File: src/rtl/imem_boot_loader.sv
// imem_boot_loader: receives a length-prefixed program as a byte stream and
// writes it word-by-word into instruction memory port A, holding the CPU in
// reset until every word has been written.
module imem_boot_loader #(
    parameter int size          = 32,
    parameter int MemSize       = 512,
    parameter int AddrWidth     = 9,
    parameter int TimeoutCycles = 1024
) (
    input  logic                 i_clk,
    input  logic                 i_reset,
    input  logic                 i_rx_valid,
    input  logic [7:0]           i_rx_data,
    output logic                 o_rx_ready,
    output logic                 o_imem_wea,
    output logic [AddrWidth-1:0] o_imem_addra,
    output logic [size-1:0]      o_imem_dina,
    output logic                 o_cpu_reset,
    output logic                 o_load_done,
    output logic                 o_load_error,
    output logic [AddrWidth:0]   o_words_loaded
);

    localparam int TW  = $clog2(TimeoutCycles + 1);
    localparam int PAD = 16 - (AddrWidth + 1);

    typedef enum logic [3:0] {
        S_START, S_HDR_HI, S_HDR_LO, S_BYTE0, S_BYTE1,
        S_BYTE2, S_BYTE3, S_WRITE, S_DONE, S_ERROR
    } state_t;

    state_t                r_state;
    state_t                w_next;
    logic [15:0]           r_len;
    logic [23:0]           r_buf;
    logic [AddrWidth:0]    r_cnt;
    logic [AddrWidth-1:0]  r_addr;
    logic [size-1:0]       r_dina;
    logic [TW-1:0]         r_to;
    logic                  r_cpu_reset;
    logic                  r_load_done;

    logic                  w_accept;
    logic                  w_wait;
    logic                  w_timeout;
    logic [15:0]           w_n;
    logic [AddrWidth:0]    w_cnt_inc;

    assign w_accept  = i_rx_valid & o_rx_ready;
    assign w_wait    = (r_state == S_HDR_LO) || (r_state == S_BYTE0) || (r_state == S_BYTE1) ||
                       (r_state == S_BYTE2) || (r_state == S_BYTE3);
    // The idle counter is checked one short so the fault lands on the
    // TimeoutCycles-th idle edge rather than one edge later.
    assign w_timeout = (r_to == TW'(TimeoutCycles - 1));
    assign w_n       = {r_len[15:8], i_rx_data};
    assign w_cnt_inc = r_cnt + 1'b1;

    // State register
    always_ff @(posedge i_clk or posedge i_reset) begin
        if (i_reset) r_state <= S_START;
        else         r_state <= w_next;
    end

    // Next-state decode: header parsing, byte sequencing, write and timeout
    always_comb begin
        w_next = r_state;
        case (r_state)
            S_START:  w_next = S_HDR_HI;
            S_HDR_HI: if (w_accept) w_next = S_HDR_LO;
            S_HDR_LO: begin
                if (w_accept) begin
                    if (w_n == 16'd0)                w_next = S_DONE;
                    else if (w_n > 16'(MemSize))     w_next = S_ERROR;
                    else                             w_next = S_BYTE0;
                end else if (w_timeout) begin
                    w_next = S_ERROR;
                end
            end
            S_BYTE0:  if (w_accept) w_next = S_BYTE1; else if (w_timeout) w_next = S_ERROR;
            S_BYTE1:  if (w_accept) w_next = S_BYTE2; else if (w_timeout) w_next = S_ERROR;
            S_BYTE2:  if (w_accept) w_next = S_BYTE3; else if (w_timeout) w_next = S_ERROR;
            S_BYTE3:  if (w_accept) w_next = S_WRITE; else if (w_timeout) w_next = S_ERROR;
            S_WRITE:  w_next = ({{PAD{1'b0}}, w_cnt_inc} == r_len) ? S_DONE : S_BYTE0;
            S_DONE:   w_next = S_DONE;
            S_ERROR:  w_next = S_ERROR;
            default:  w_next = S_START;
        endcase
    end

    // Output decode from the registered state only
    always_comb begin
        o_rx_ready   = w_wait || (r_state == S_HDR_HI);
        o_imem_wea   = (r_state == S_WRITE);
        o_load_error = (r_state == S_ERROR);
    end

    // Byte capture, word assembly, counters and the CPU release flags.
    // Release is registered off DONE so the CPU leaves reset one edge after
    // the final write has retired.
    always_ff @(posedge i_clk or posedge i_reset) begin
        if (i_reset) begin
            r_len       <= '0;
            r_buf       <= '0;
            r_cnt       <= '0;
            r_addr      <= '0;
            r_dina      <= '0;
            r_to        <= '0;
            r_cpu_reset <= 1'b1;
            r_load_done <= 1'b0;
        end else begin
            r_load_done <= (r_state == S_DONE);
            r_cpu_reset <= (r_state != S_DONE);
            if (w_accept) begin
                case (r_state)
                    S_HDR_HI: r_len[15:8]  <= i_rx_data;
                    S_HDR_LO: r_len[7:0]   <= i_rx_data;
                    S_BYTE0:  r_buf[23:16] <= i_rx_data;
                    S_BYTE1:  r_buf[15:8]  <= i_rx_data;
                    S_BYTE2:  r_buf[7:0]   <= i_rx_data;
                    S_BYTE3: begin
                        r_dina <= size'({r_buf, i_rx_data});
                        r_addr <= r_cnt[AddrWidth-1:0];
                    end
                    default: ;
                endcase
            end
            if (r_state == S_WRITE) r_cnt <= w_cnt_inc;
            if (w_accept || !w_wait) r_to <= '0;
            else                     r_to <= r_to + 1'b1;
        end
    end

    assign o_imem_addra   = r_addr;
    assign o_imem_dina    = r_dina;
    assign o_cpu_reset    = r_cpu_reset;
    assign o_load_done    = r_load_done;
    assign o_words_loaded = r_cnt;

endmodule
File: config.mk
export PLATFORM = sky130hd
export DESIGN_NAME = imem_boot_loader
export DESIGN_NICKNAME = d
export VERILOG_FILES = /design/src/rtl/imem_boot_loader.sv
export SDC_FILE = /design/constraint.sdc
export NUM_CORES = 1
export LEC_CHECK = 0
export CAP_MARGIN = 20
export CORE_MARGIN = 4
export CORE_UTILIZATION = 59
export DETAILED_ROUTE_END_ITERATION = 12
export PLACE_DENSITY_LB_ADDON = 0.1
export SYNTH_ARGS = -nofsm -noshare
export SYNTH_HDL_FRONTEND = slang
export SYNTH_SLANG_ARGS = --single-unit
File: constraint.sdc
create_clock -name i_clk -period 12.1 [get_ports i_clk]
set_input_delay 3.63 -clock i_clk [delete_from_list [all_inputs] [get_ports i_clk]]
set_output_delay 3.63 -clock i_clk [all_outputs]
set_load 0.1 [all_outputs]
==> qor.yml, run 1 <==
sta:
  rsz0062_at_grt: "false"
  worst_pin_slew_ns: 1.01
  timing.fmax_ghz: 0.156
  min_period_ns: 6.41
  finalSetupViolations: 0
  setup_tns_ns: 0
  slew_headroom: 0.324
  fin_skew_ns: 0.00877
  final-max-slew-violation-count: 0
  min_period_over_period: 0.530
  fin_hold_ws_ns: 0.490
  hold_viol: 0
die:
  design.core.area_sq_mm: 0.00785
  die_y_um: 98.3
  die_area_sq_mm: 0.00966
  rows: 32
  die_x_um: 98.3
  initial_utilization: 0.613
  ios: 67
final_layout:
  fin_nets: 451
  multi_input_area_sq_mm: 0.00199
  design_area_sq_mm: 0.00577
  area_growth_pct: 19.9
  fillCellCount: 576
  drive_above_1_share: 0.144
  final-seq-area_sq_mm: 0.00270
  diodes: 0
clock_tree:
  cts_buffers: 9
  hold_buffers: 0
  htree_levels: 3
  cts.path.max_buffers: 2
  cts_root_buffer: "clkbuf_8"
  clk_latency_ns: 0.37
  cts_resized: 0
  postCtsSetupRepairBufs: 0
  clk_pin_slew_ns: 0.10
  clock_sinks: 108
  cts_tree: "built"
global_route:
  track_usage: 0.209
  antenna_found_initial: 0
  grt_max_degree: 80
  grt_pass1_vias: 3318
  grt-ovfl-total: 0
  grt_first_pass_wirelength_mm: 16.3
detailed_routing:
  wirelength_mm: 9.47
  drc: 0
  drt_iter0_markers: 107
  vias: 3095
  drt_pre_antenna_iters: 5
  ant_nets: 0
  via_per_inst: 5.68
  avgRoutedWirePerCell_um: 17.4
synthesis:
  yosys.area_share.simple: 0.120
  postSynthCellCount: 377
  syn-num-nets: 390
  synth-compound-area-share: 0.0447
  synth_cell_types: 51
  synth_async_sr_flop_share: 1.00
  synth-seq-cells: 108
  yosys_warnings: 0
  yosys.area_share.adder: 0.00520
  synth.yosys.seq_area_share: 0.562
  synth-edff-count: 0
  syn_area_sq_mm: 0.00481
  synth_xor_area_frac: 0.0528
  syn_area_per_cell_sq_um: 12.8
  ys.flop_type: "dfrtp_1"
  synthMuxAreaShare: 0.190
  synth_top_family_by_area: "multiplexers"
power_and_ir_drop:
  p_per_area_mw_per_mm2: 262
  p_leak_nw: 2.54
  ir_drop_mv: 0.171
placed_design:
  dp_hpwl_mm: 6.49
  gp_congestion: 0.882
  post_dp_cell_area_sq_mm: 0.00554
  io_buffer_count: 66
critical_path:
  worst_setup_path_end_kind: "primary output"
  path_max_fanout: 15
  worstSetupPathType: "reg -> out"
  cp.required_ns: 8.47
  worstPathArrival_ns: 2.78
  cp-start-kind: "flip-flop"
job:
  maxCapViolCount: 0
run_status:
  status: "complete, no violations"
min_path:
  hold_path.class: "reg -> reg"
[cells by family after synthesis]
| logic type | after synthesis |
|---|---|
| compound gates | 27 |
| simple gates | 103 |
| mux | 81 |
| buf+inv | 27 |
| xor+xnor | 29 |
| flops | 108 |
| fa+ha+maj | 2 |
[cells in the final DEF (no fill, tap or decap), drive strengths merged, types with 2 or more instances in the layout]
master / n
nand4: 4
or4: 2
o211a: 2
nand2: 20
nand2b: 5
and3: 4
a31oi: 2
a211oi: 2
or3: 3
nor3: 13
nand3: 18
clkbuf: 9
xnor2: 21
dfrtp: 107
nand3b: 2
bufinv: 2
ha: 2
buf: 2
and2: 3
clkinv: 2
xor2: 8
nor4: 5
o21ai: 6
inv: 11
clkdlybuf4s50: 66
a21oi: 4
mux2: 81
a41oi: 2
nor2: 20
o41ai: 2
[flip-flops by register name (all words and copies together), names as in the netlist]
| name | flops |
|---|---|
| r_state | 4 |
| r_buf | 24 |
| o_cpu_reset | 1 |
| o_load_done | 1 |
| r_len | 16 |
| o_imem_dina | 32 |
| r_to | 11 |
| o_words_loaded | 10 |
| o_imem_addra | 9 |
[synth_stat cells, drive strengths merged, types with 3 or more instances]
library cell,count,area share
dfrtp,107,0.56
mux2,81,0.19
xnor2,21,0.038
nand2,20,0.016
nor2,20,0.016
nand3,18,0.020
buf,14,0.015
nor3,13,0.017
inv,9,0.0070
xor2,8,0.015
o21ai,6,0.0062
nand2b,5,0.0065
nor4,5,0.014
a21oi,4,0.0042
and3,4,0.0052
clkbuf,4,0.0031
nand4,4,0.0052
and2,3,0.0039
or3,3,0.0039
[through the flow]
| stage | std cells | setup slack [ns] | power [mW] | util |
|---|---|---|---|---|
| after floorplan | 377 | 5.57 | 1.11 | - |
| final | 545 | 5.69 | 1.51 | 0.735 |
| after detailed placement | 529 | 6.09 | 1.27 | 0.705 |
| after global placement | 529 | 6.17 | 1.25 | 0.705 |
| after global routing | 545 | 5.57 | 1.58 | 0.735 |
| after CTS | 545 | 5.69 | 1.52 | 0.735 |
[report_power, final]
part	leakage (nW)	internal (mW)	switching, mW	total (mW)
Clock	0.113	0.120	0.127	0.248
Combinational	1.01	0.212	0.475	0.687
Sequential	1.41	0.476	0.0981	0.574
[worst paths after layout]
path / startpoint / to / slack [ns] / depth (start not counted)
max in group asynchronous: i_reset / r_len[9] / 7.22 / 3
setup reg to reg: r_state[2] / o_imem_dina[5] / 9.51 / 5
hold / removal: o_imem_dina[14] / o_imem_dina[14] / 0.49 / 1
setup / recovery: r_state[2] / o_imem_wea / 5.69 / 4
hold reg to reg: o_imem_dina[14] / o_imem_dina[14] / 0.49 / 1
min in group asynchronous: i_reset / r_to[0] / 3.59 / 2
[critical path, cell delays in order, from the launching register on]
cell and delay, ns:
dfrtp_1 0.66, and2b_1 0.25, nand3_2 0.20, inv_2 0.16, clkdlybuf4s50_1 1.15
[metal layers]
| metal | track usage | part of all wire | vias to the layer above |
|---|---|---|---|
| met5 | 0 | 0 | - |
| met2 | 0.350 | 0.48 | 82 |
| met3 | 0.0414 | 0.054 | 14 |
| met1 | 0.272 | 0.45 | 1548 |
| met4 | 0.0725 | 0.015 | 0 |
| li1 | - | - | 1451 |
[final cells by class]
| class | instances | area share |
|---|---|---|
| Tap cell | 102 | 0.0221 |
| Clock inverter | 7 | 0.0187 |
| Inverter | 9 | 0.00629 |
| Sequential cell | 108 | 0.469 |
| Clock buffer | 9 | 0.0215 |
| Timing Repair Buffer | 68 | 0.117 |
| Multi-Input combinational cell | 242 | 0.345 |
No activity file was read; power rests on OpenSTA's default activity.
==> run 2: changes to the inputs <==
Settings changed: CORE_UTILIZATION 59 to 54.
Clock period 12.1 ns to 6.5 ns, I/O delays scaled along.
==> run 2 against run 1 <==
Sequential share of layout area grew 0.29 points; clock skew is essentially flat; cell area shrank 0.61%; critical path depth is the same; clock power grew 62%; sequential power grew 85%; critical path type unchanged; highest routed layer unchanged.
==> qor.yml, run 2 (synthesis gave the netlist of run 1 again) <==
min_path:
  hold_path.class: "reg -> reg"
  hold_depth: 1  # unchanged
  hold_start: "o_imem_addra[3]"
  holdPathEnd: "o_imem_addra[3]"
clock_tree:
  hold_buffers: 0  # unchanged
  htree_levels: 3  # unchanged
  cts_root_buffer: "clkbuf_8"
  clk_latency_ns: 0.36  # about the same
  cts.path.max_buffers: 2  # unchanged
  cts_buffers: 9  # unchanged
  cts_resized: 0  # unchanged
  cts_tree: "built"
  clk_pin_slew_ns: 0.10  # about the same
  postCtsSetupRepairBufs: 0  # unchanged
  clock_sinks: 108  # unchanged
die:
  die_y_um: 102  # +4.2%
  die_area_sq_mm: 0.0105  # +8.5%
  initial_utilization: 0.554  # -0.0587
  ios: 67  # unchanged
  rows: 34  # +6.3%
  design.core.area_sq_mm: 0.00868  # +11%
  die_x_um: 102  # +4.2%
final_layout:
  drive_above_1_share: 0.140  # -0.00420
  largest_reg_flops: 32  # unchanged
  layout_commonest_cell: "dfrtp_1"
  final_cell_mix: "dfrtp_1, clkdlybuf4s50_1, mux2_1"
  diodes: 0  # unchanged
  area_growth_pct: 19.1
  fin_cells: 550  # +0.92%
  fin_nets: 451  # unchanged
  fillCellCount: 691  # +20%
  final_core_util: 0.660  # -0.0744
detailed_routing:
  via_per_inst: 5.61  # -1.3%
  avgRoutedWirePerCell_um: 16.9  # -2.9%
  drt_iter0_markers: 77  # -28%
  drt_pre_antenna_iters: 5  # unchanged
  drc: 0  # unchanged
  ant_nets: 0  # unchanged
  vias: 3083  # -0.39%
  wirelength_mm: 9.28  # -2.0%
power_and_ir_drop:
  p_leak_nw: 2.52  # -0.64%
  total_power_mw: 2.74  # +81%
  p_per_area_mw_per_mm2: 478  # +83%
  ir_drop_mv: 0.383  # +120%
critical_path:
  worst-path-buf-inv: 2  # unchanged
  slowest_stage: "clkdlybuf4s50_1"
  crit_chain: "and2b_1 > nand3_2 > inv_2 > clkdlybuf4s50_1"
  worst_setup_path_end_kind: "primary output"
  worstPathArrival_ns: 2.74  # -0.04 ns
  cp-start-kind: "flip-flop"
  rr_worst_depth: 5  # unchanged
  worstSetupPathType: "reg -> out"
  rrSetupSlack_ns: 3.97  # -5.54 ns
  slowest_delay_ns: 1.14  # about the same
  r2r_end: "o_imem_dina[8]"
  r2r-start: "r_state[2]"
  path_max_fanout: 15  # unchanged
  cp.required_ns: 4.55  # -3.92 ns
  cp_top_family: "buffers and inverters"
sta:
  hold_viol: 0  # unchanged
  finalSetupViolations: 0  # unchanged
  fin_skew_ns: 0.00888  # +0.000104 ns
  rsz0062_at_grt: "false"
  setup_tns_ns: 0  # unchanged
  worst_pin_slew_ns: 0.997  # -0.0137 ns
  min_period_ns: 4.69
  min_period_over_period: 0.721
  final.setup.worst_slack_ns: 1.81  # -3.87 ns
  slew_headroom: 0.333  # +0.00914
  timing.fmax_ghz: 0.213
  final-max-slew-violation-count: 0  # unchanged
job:
  maxCapViolCount: 0  # unchanged
placed_design:
  place_ws_ns: 2.16  # -3.92 ns
  dp_hpwl_mm: 6.43  # -0.82%
  io_buffer_count: 66  # unchanged
  place_inst: 535  # +1.1%
  gp_congestion: 0.809  # -8.3%
global_route:
  grt_pass1_vias: 3028  # -8.7%
  grt_max_degree: 67  # -16%
  grt-ovfl-total: 0  # unchanged
  grt_first_pass_wirelength_mm: 15.7  # -3.8%
  antenna_found_initial: 0  # unchanged
  track_usage: 0.193  # -0.0157
run_status:
  status: "complete, no violations"
-- run 2: routing by layer --
metal / share of wire / vias up / global-route usage / wire, um
met1: 0.46 / 1543 / 0.272 / 4250
met5: 0 / - / 0 / 0
li1: - / 1452 / - / -
met4: 0.0097 / 0 / 0.0494 / 90
met2: 0.48 / 79 / 0.299 / 4430
met3: 0.054 / 9 / 0.0526 / 505
-- run 2: worst max path at each step --
stage | from | to | slack [ns] | depth (start not counted)
5_1_grt | r_state[2] | o_imem_wea | 1.67 | 4
2_1_floorplan | r_state[2] | o_rx_ready | 1.65 | 3
4_1_cts | r_state[2] | o_imem_wea | 1.80 | 4
6_report | r_state[2] | o_imem_wea | 1.81 | 4
3_5_place_dp | i_rx_valid | o_imem_dina[1] | 2.16 | 5
3_3_place_gp | i_rx_valid | o_imem_dina[25] | 2.25 | 5
-- run 2: layout make-up --
type | count | area [sq um] | area share
clock buffers | 10 | 128 | 0.0223
clock inverters | 5 | 61.3 | 0.0107
inverters | 9 | 36.3 | 0.00633
multi-input cells | 242 | 1990 | 0.348
flip-flops and latches | 108 | 2700 | 0.472
well taps | 108 | 135 | 0.0236
repair buffers | 68 | 676 | 0.118
-- run 2: stage by stage --
stage | cell area (sq um) | hold WS, ns
6_report | 5730 | 0.488
4_1_cts | 5730 | 0.497
2_1_floorplan | 4810 | 0.455
3_5_place_dp | 5540 | 0.474
3_3_place_gp | 5540 | 0.466
5_1_grt | 5730 | 0.509
-- run 2: where the power goes --
| part | total [mW] | switching (mW) | internal [mW] |
|---|---|---|---|
| combinational | 1.27 | 0.879 | 0.395 |
| sequential | 1.06 | 0.177 | 0.886 |
| clock | 0.402 | 0.223 | 0.179 |
| total | 2.74 | 1.28 | 1.46 |
==> run 3: changes to the inputs <==
Settings changed: CORE_UTILIZATION 54 to 49.
Clock period 6.5 ns to 4.2 ns, I/O delays scaled along.
==> run 3 against run 2 <==
Core utilization down 5.0 points; combinational power rose by 55%; cell area up 0.35%; total power increased by 54%; worst setup slack worse by 0.95 ns; via count rose by 0.84%; largest power group unchanged; highest routed layer unchanged.
==> qor.yml, run 3 (synthesis gave the netlist of run 1 again) <==
critical_path:
  cp.required_ns: 2.94  # -1.61 ns
  crit_chain: "clkdlybuf4s50_1"
  rrSetupSlack_ns: 1.84  # -2.13 ns
  r2r_end: "r_state[1]"
  crit_path_start: "o_words_loaded[7]"
  slowest_delay_ns: 1.19  # +0.05 ns
  r2r-start: "o_words_loaded[0]"
  worstSetupPathType: "reg -> out"
  rr_worst_depth: 7  # +2
  cp-start-kind: "flip-flop"
  path_max_fanout: 7  # -8
  path_depth: 1  # -3
  worst-path-buf-inv: 1  # -1
  slowest_stage: "clkdlybuf4s50_1"
  cp_top_family: "buffers and inverters"
  worst_setup_path_end_kind: "primary output"
  endpoint: "o_words_loaded[7]"
  worstPathArrival_ns: 2.08  # -0.66 ns
final_layout:
  diodes: 0  # unchanged
  layout_commonest_cell: "dfrtp_1"
  largest_reg_flops: 32  # unchanged
  design_area_sq_mm: 0.00575  # +0.35%
  fin_nets: 452  # +0.22%
  fin_cells: 573  # +4.2%
  final_cell_mix: "dfrtp_1, clkdlybuf4s50_1, mux2_1"
  area_growth_pct: 19.6
  fillCellCount: 760  # +10%
  drive_above_1_share: 0.162  # +0.0219
clock_tree:
  clock_sinks: 108  # unchanged
  hold_buffers: 0  # unchanged
  clk_pin_slew_ns: 0.10  # about the same
  cts_buffers: 9  # unchanged
  htree_levels: 3  # unchanged
  cts.path.max_buffers: 2  # unchanged
  clk_latency_ns: 0.37  # about the same
  cts_tree: "built"
  postCtsSetupRepairBufs: 0  # unchanged
  cts_root_buffer: "clkbuf_8"
  cts_resized: 0  # unchanged
die:
  initial_utilization: 0.511  # -0.0434
  design.core.area_sq_mm: 0.00942  # +8.5%
  die_area_sq_mm: 0.0115  # +9.4%
  die_y_um: 107  # +4.6%
  die_x_um: 107  # +4.6%
  ios: 67  # unchanged
  rows: 35  # +2.9%
min_path:
  hold_path.class: "reg -> reg"
sta:
  final-max-slew-violation-count: 0  # unchanged
  rsz0062_at_grt: "false"
  slew_headroom: 0.341  # +0.00786
  hold_viol: 0  # unchanged
  final.setup.worst_slack_ns: 0.858  # -0.955 ns
  min_period_ns: 3.34
  fin_skew_ns: 0.0195  # +0.0106 ns
  min_period_over_period: 0.796
  finalSetupViolations: 0  # unchanged
  worst_pin_slew_ns: 0.986  # -0.0118 ns
  timing.fmax_ghz: 0.299
  setup_tns_ns: 0  # unchanged
detailed_routing:
  drt_pre_antenna_iters: 4  # -1
  wirelength_mm: 9.65  # +4.0%
  drt_iter0_markers: 87  # +13%
  ant_nets: 0  # unchanged
  drc: 0  # unchanged
  vias: 3109  # +0.84%
  via_per_inst: 5.43  # -3.2%
  avgRoutedWirePerCell_um: 16.8  # -0.18%
power_and_ir_drop:
  ir_drop_mv: 0.574  # +50%
  p_leak_nw: 2.54  # +0.84%
  p_per_area_mw_per_mm2: 735  # +54%
global_route:
  grt_first_pass_wirelength_mm: 16.2  # +3.3%
  antenna_found_initial: 0  # unchanged
  grt_max_degree: 50  # -25%
  grt-ovfl-total: 0  # unchanged
  grt_pass1_vias: 3166  # +4.6%
  track_usage: 0.180  # -0.0134
placed_design:
  io_buffer_count: 66  # unchanged
  place_ws_ns: 0.894  # -1.27 ns
  dp_hpwl_mm: 6.67  # +3.6%
  gp_congestion: 0.834  # +3.2%
  post_dp_cell_area_sq_mm: 0.00557  # +0.43%
  place_inst: 557  # +4.1%
run_status:
  status: "complete, no violations"
job:
  maxCapViolCount: 0  # unchanged
==> run 3: cell count changes in the layout (fill, tap and decap cells not counted), sizes merged <==
cell           previous run  this run
buf                       2        12
clkdlybuf4s50            66        57
clkbuf                   10        13
bufinv                    1         0
clkinv                    2         1
==> run 3: where the power goes <==
part,switching (mW),total (mW),internal [mW]
sequential,0.285,1.66,1.37
combinational,1.36,1.97,0.606
clock,0.348,0.602,0.255
==> run 3: stage by stage <==
| step | util | total power, mW | hold WS, ns |
|---|---|---|---|
| global route | 0.611 | 4.43 | 0.513 |
| floorplan | - | 3.19 | 0.455 |
| CTS | 0.611 | 4.27 | 0.493 |
| finish | 0.611 | 4.23 | 0.488 |
| global placement | 0.591 | 3.61 | 0.466 |
| detailed placement | 0.591 | 3.66 | 0.474 |
==> run 3: area by class of cell <==
cell class | instances | area (sq um) | area share
clock inverters | 3 | 26.3 | 0.00457
flip-flops and latches | 108 | 2700 | 0.470
clock buffers | 13 | 159 | 0.0276
repair buffers | 69 | 673 | 0.117
multi-input cells | 242 | 1990 | 0.346
well taps | 129 | 161 | 0.0281
inverters | 9 | 36.3 | 0.00631
==> run 3: how the worst min path moves through the flow <==
stage,end,depth (start not counted),slack (ns),start
detailed placement,o_imem_dina[28],1,0.47,o_imem_dina[28]
CTS,r_to[0],1,0.49,r_to[0]
global placement,o_imem_addra[1],1,0.47,o_imem_addra[1]
floorplan,r_to[0],1,0.46,r_to[0]
global route,r_to[0],1,0.51,r_to[0]
finish,r_to[0],1,0.49,r_to[0]
==> run 3: worst reg2reg max path, stage by stage (launching register included) <==
cell and delay [ns]:
dfrtp_1 0.53, ha_1 0.39, and2_1 0.22, o21ai_0 0.31, a31oi_4 0.14, nor4_4 0.37, a21oi_1 0.10, or2_1 0.21
==> run 3: layer usage <==
layer	GRT usage	share of wire
met5	0	0
met4	0.0493	0.012
met3	0.0494	0.052
met2	0.294	0.48
met1	0.235	0.45
